==> config.mk <==
export PLATFORM = sky130hd
export DESIGN_NAME = hsv_mode_ctrl
export DESIGN_NICKNAME = d
export VERILOG_FILES = /design/src/rtl/hsv_mode_ctrl.sv
export SDC_FILE = /design/constraint.sdc
export NUM_CORES = 1
export LEC_CHECK = 0
export CAP_MARGIN = 20
export CELL_PAD_IN_SITES_DETAIL_PLACEMENT = 0
export CELL_PAD_IN_SITES_GLOBAL_PLACEMENT = 1
export CORE_UTILIZATION = 31
export DETAILED_ROUTE_END_ITERATION = 16
export DONT_BUFFER_PORTS = 1
export GPL_ROUTABILITY_DRIVEN = 1
export PLACE_DENSITY_LB_ADDON = 0.1
export SLEW_MARGIN = 10
export SYNTH_ARGS = -nofsm -noshare
export SYNTH_HDL_FRONTEND = slang
export SYNTH_SLANG_ARGS = --single-unit
==> constraint.sdc <==
create_clock -name clk -period 4.1 [get_ports clk]
set_clock_uncertainty 0.2 [all_clocks]
set_input_delay 0.41 -clock clk [delete_from_list [all_inputs] [get_ports clk]]
set_output_delay 0.41 -clock clk [all_outputs]
set_load 0.005 [all_outputs]
==> src/rtl/hsv_mode_ctrl.sv <==
// hsv_mode_ctrl
//   Holds the working HSV colour triple and updates it according to the
//   mode index coming from the button-driven mode selector: fixed presets,
//   periodic hue stepping, or direct load from the switch inputs.
//
// Ports:
//   clk      system clock (10 MHz)
//   reset    synchronous, active-high
//   sost     mode index 0..6 from the mode selector (7..15 illegal)
//   sw_h     switch hue, clamped to 0..359 when loaded
//   sw_s     switch saturation, clamped to 0..100 when loaded
//   sw_v     switch value, clamped to 0..100 when loaded
//   hue      current hue 0..359
//   sat      current saturation 0..100
//   val      current value 0..100
//   hsv_upd  one-cycle pulse in the cycle a changed {hue,sat,val} appears
//   mode_err high while the registered mode index is 7..15
module hsv_mode_ctrl #(
  parameter int STEP_CYCLES = 1000000,
  parameter int HUE_PRESET  = 120,
  parameter int HUE_JUMP    = 60,
  parameter int SV_PRESET   = 50
) (
  input  logic       clk,
  input  logic       reset,
  input  logic [3:0] sost,
  input  logic [8:0] sw_h,
  input  logic [6:0] sw_s,
  input  logic [6:0] sw_v,
  output logic [8:0] hue,
  output logic [6:0] sat,
  output logic [6:0] val,
  output logic       hsv_upd,
  output logic       mode_err
);

  typedef enum logic [3:0] {
    M_HUE_PRESET = 4'd0,
    M_HUE_JUMP   = 4'd1,
    M_HUE_CREEP  = 4'd2,
    M_HUE_SW     = 4'd3,
    M_VAL_SW     = 4'd4,
    M_SAT_SW     = 4'd5,
    M_SV_PRESET  = 4'd6
  } mode_t;

  localparam int CW = (STEP_CYCLES > 2) ? $clog2(STEP_CYCLES) : 1;
  localparam logic [CW-1:0] COUNT_LAST = CW'(STEP_CYCLES - 1);

  logic [3:0]    sost_q;
  logic [CW-1:0] count;
  logic [CW-1:0] count_n;
  logic          tick;
  logic          mode_change;
  logic          step_en;
  logic [9:0]    hue_jump_sum;
  logic [9:0]    hue_creep_sum;
  logic [8:0]    hue_n;
  logic [6:0]    sat_n;
  logic [6:0]    val_n;

  assign tick        = (count == COUNT_LAST);
  assign mode_change = (sost != sost_q);
  // A mode change coinciding with a tick suppresses the old mode's step.
  assign step_en     = tick && !mode_change;
  assign mode_err    = (sost_q > 4'd6);

  always_comb begin
    count_n = count + 1'b1;
    if (mode_change || tick) begin
      count_n = '0;
    end
  end

  always_comb begin
    hue_n = hue;
    sat_n = sat;
    val_n = val;

    // 10-bit sums so the add never overflows before the wrap compare.
    hue_jump_sum = {1'b0, hue} + 10'(HUE_JUMP);
    if (hue_jump_sum >= 10'd360) begin
      hue_jump_sum = hue_jump_sum - 10'd360;
    end
    hue_creep_sum = {1'b0, hue} + 10'd1;
    if (hue_creep_sum >= 10'd360) begin
      hue_creep_sum = '0;
    end

    case (sost_q)
      M_HUE_PRESET: hue_n = 9'(HUE_PRESET);
      M_HUE_JUMP:   if (step_en) hue_n = hue_jump_sum[8:0];
      M_HUE_CREEP:  if (step_en) hue_n = hue_creep_sum[8:0];
      M_HUE_SW:     hue_n = (sw_h > 9'd359) ? 9'd359 : sw_h;
      M_VAL_SW:     val_n = (sw_v > 7'd100) ? 7'd100 : sw_v;
      M_SAT_SW:     sat_n = (sw_s > 7'd100) ? 7'd100 : sw_s;
      M_SV_PRESET: begin
        sat_n = 7'(SV_PRESET);
        val_n = 7'(SV_PRESET);
      end
      default: ;
    endcase
  end

  always_ff @(posedge clk) begin
    if (reset) begin
      sost_q  <= '0;
      count   <= '0;
      hue     <= 9'd120;
      sat     <= 7'd100;
      val     <= 7'd100;
      hsv_upd <= 1'b0;
    end else begin
      sost_q  <= sost;
      count   <= count_n;
      hue     <= hue_n;
      sat     <= sat_n;
      val     <= val_n;
      // Pulse coincides with the new triple; identical rewrites stay silent.
      hsv_upd <= ({hue_n, sat_n, val_n} != {hue, sat, val});
    end
  end

endmodule

==> flow_metrics.py <==
metrics = {
    "global_route": {
        "grt_use_total_pct": 20.1,
        "grt_first_pass_wirelength_um": 19900,
        "grt_max_degree": 25,
        "grt_pass1_vias": 3611,
        "overflow": 0,
        "grt_antenna_before_repair": 0,
    },
    "logic_synthesis": {
        "synthCells": 511,
        "synth_flop_cell": "dfxtp_1",
        "yosysMostFrequentCell": "nor2_1",
        "synth_nets": 546,
        "avgSynthCellArea_sq_um": 7.49,
        "yosysWarnings": 0,
        "synth_cell_type_count": 82,
        "syn_area_sq_mm": 0.00382,
        "yosys.area.top_type": "dfxtp_1",
        "synthTopCellsByArea": "dfxtp_1 (25%), nor2_1 (5.5%), a21oi_1 (4.7%), xnor2_1 (4.6%), nand2_1 (4.2%)",
        "ys_seq_area_share_pct": 25.1,
        "yosysTopAreaCellShare_pct": 25.1,
        "synth-edff-count": 0,
        "async_reset_ff_share_pct": 0,
        "synth-seq-cells": 48,
        "synth_commonest_cells": "nor2_1 (56), dfxtp_1 (48), nand2_1 (43)",
    },
    "placed_design": {
        "io_buffer_count": 0,
        "dpl_cell_area_sq_mm": 0.00397,
        "hpwl_um": 9380,
        "place_congestion": 0.892,
        "placedCellCount": 642,
    },
    "power": {
        "totalPowerFinal_mw": 1.18,
        "seq_power_share_pct": 42.8,
        "net-switching-power_mw": 0.376,
        "power_frac_clock_pct": 37.0,
        "ir_worst_vdd_mv": 0.195,
        "p_per_area_mw_per_mm2": 285,
        "sw_frac_of_total_pct": 31.9,
        "p_leak_nw": 1.44,
        "combPwrFrac_pct": 20.2,
        "internal_power_mw": 0.804,
    },
    "floorplanning": {
        "coreArea_sq_mm": 0.0120,
        "die_h_um": 113,
        "ioPinCount": 54,
        "die_area_sq_mm": 0.0128,
        "rows": 40,
        "initial_utilization_pct": 31.8,
        "die_w_um": 113,
    },
    "sta": {
        "post-route-period-util_pct": 85.4,
        "hold_viol_final": 0,
        "rsz0062_at_grt": "false",
        "slew_violations": 0,
        "max_freq_mhz": 286,
        "period_minus_slack_ns": 3.50,
        "fin_setup_tns_ns": 0,
        "worstMarginPinSlew_ns": 0.871,
        "slew_headroom_pct": 41.8,
        "finalSetupViolations": 0,
    },
    "drt": {
        "drc_errors": 0,
        "dr_total_vias": 3827,
        "ant_nets": 0,
        "wl_per_cell_um": 19.1,
        "drt-total-wl_um": 12500,
        "first_pass_iters": 5,
        "vias_per_cell": 5.87,
        "drtIter0Drc": 239,
    },
    "critical_path": {
        "slowest_stage": "or3b_1",
        "rr_startpoint": "hue[2]$_SDFF_PP0_",
        "r2r_end": "hsv_upd$_SDFF_PP0_",
        "worstSetupPathType": "flip-flop to flip-flop",
        "required_ns": 4.05,
        "arrival_ns": 3.45,
        "cp_top_family": "compound AO/OA/AOI/OAI gates",
        "crit_chain": "buf_4, inv_1, ha_1, or3b_1, a211o_1, o211ai_2, o21ai_2, xnor2_1, o211ai_1, a311o_1, nor3_1, a41oi_2",
        "start_kind": "flip-flop",
        "critical_path_buf_inv_count": 2,
        "regToRegSetupSlack_ns": 0.60,
        "crit_fanout": 9,
        "max_stage_delay_ns": 0.51,
        "reg2reg_depth": 12,
        "cp-end-kind": "flip-flop",
    },
    "cts": {
        "cts.sinks": 48,
        "cts_tree": "built",
        "cts_setup_buffers": 0,
        "clk_latency_ns": 0.31,
        "cts_max_path_buffers": 2,
        "cts_buffers": 5,
        "cts-root-buf": "clkbuf_16",
        "cts.reportedPaths.clkPinSlew_ns": 0.07,
        "htreeDepth": 2,
    },
    "min_path": {
        "min_from": "sost[2]",
        "min_to": "sost_q[2]$_SDFF_PP0_",
        "min_path_cells": 1,
        "min_path_type": "input pin to flip-flop",
    },
    "cells_and_area": {
        "fillers": 1298,
        "layout.cells.non_filler": 652,
        "drive_gt1_share_pct": 8.32,
        "diodes": 0,
        "area_growth_pct": 8.15,
        "final_area_sq_mm": 0.00414,
        "nets": 539,
    },
    "run": {
        "max_cap_violations": 0,
    },
    "status": {
        "status": "finished, final reports clean",
    },
}
==> sequential cells by signal (all words and copies together) (netlist names) <==
register / cells
count: 20
hue: 9
sat: 7
val: 7
sost_q: 4
hsv_upd: 1
==> metrics by stage <==
step	utilization, %	worst slack (ns)	hold slack (ns)
after global routing	34.4	0.335	0.0227
after floorplan	-	0.844	0.226
after detailed placement	33.0	0.670	0.251
after CTS	34.4	0.605	0.0197
final	34.4	0.599	0.0318
after global placement	33.0	0.662	0.242
==> final cells by class <==
cell class                 count  area, sq um  share of cell area, %
multi-input combinational    409         2630                   63.6
sequential                    48          961                   23.2
tap                          147          184                   4.45
clock buffer                   5          125                   3.02
timing repair buffer          15          118                   2.84
inverter                      25         93.8                   2.27
clock inverter                 3         25.0                  0.605
==> logic make-up (layout without fill, tap and decap cells) <==
kind of cell,after synthesis,after routing,synth area share [%]
XOR/XNOR,36,36,8.24
AO/OA/AOI/OAI,153,153,29.0
buffers and inverters,54,48,6.12
AND/OR/NAND/NOR,209,209,28.3
multiplexers,5,5,1.31
adder cells (fa/ha/maj),6,6,1.96
flip-flops,48,48,25.1
==> power groups by stage <==
stage	sequential, mW	clock, mW	combinational, mW
3_3_place_gp	0.516	0	0.232
6_report	0.505	0.436	0.239
5_1_grt	0.508	0.474	0.262
2_1_floorplan	0.505	0	0.184
4_1_cts	0.505	0.458	0.235
3_5_place_dp	0.516	0	0.229
==> metal layers <==
layer / routed length, um / vias up / GRT usage (%)
met5: 0 / - / 0
met4: 318 / 0 / 7.46
met3: 893 / 19 / 4.66
met2: 5420 / 136 / 30.4
met1: 5820 / 1796 / 27.8
li1: - / 1876 / -
==> worst max-delay path by stage <==
stage / startpoint / cells after the start / to / slack, ns
CTS: hue[2]$_SDFF_PP0_ / 13 / hsv_upd$_SDFF_PP0_ / 0.61
floorplan: hue[3]$_SDFF_PP1_ / 13 / hsv_upd$_SDFF_PP0_ / 0.84
finish: hue[2]$_SDFF_PP0_ / 12 / hsv_upd$_SDFF_PP0_ / 0.60
global route: hue[2]$_SDFF_PP0_ / 13 / hsv_upd$_SDFF_PP0_ / 0.34
global placement: hue[2]$_SDFF_PP0_ / 13 / hsv_upd$_SDFF_PP0_ / 0.66
detailed placement: hue[2]$_SDFF_PP0_ / 13 / hsv_upd$_SDFF_PP0_ / 0.67
==> layout by cell type, fill, tap and decap left out, drive strengths merged, types with 4 or more instances in the layout <==
cell type  synthesis  routed
nor3              18      18
a31oi              8       8
o31ai              5       5
mux2i              5       5
buf               13      13
nand4              8       8
and3               9       9
nor2b              7       7
or3b               4       4
a22oi              4       4
nand3             22      22
a21oi             37      37
nor2              56      56
ha                 6       6
nand3b             4       4
o211ai            11      11
nand2b             7       7
xor2              16      16
a211oi             4       4
and2               4       4
o22ai              6       6
or3                4       4
inv               23      25
o311ai             5       5
nor4               6       6
clkbuf            16       5
o21a               5       5
xnor2             20      20
o21ai             22      22
nand2             43      43
dfxtp             48      48
==> timing repair <==
item	4_1_cts	5_1_grt
hold buffers	2	0
endpoints found under the setup margin	0	0
endpoints found under the hold margin	16	0
resized for setup	0	0
No activity file was read; power rests on OpenSTA's default activity.
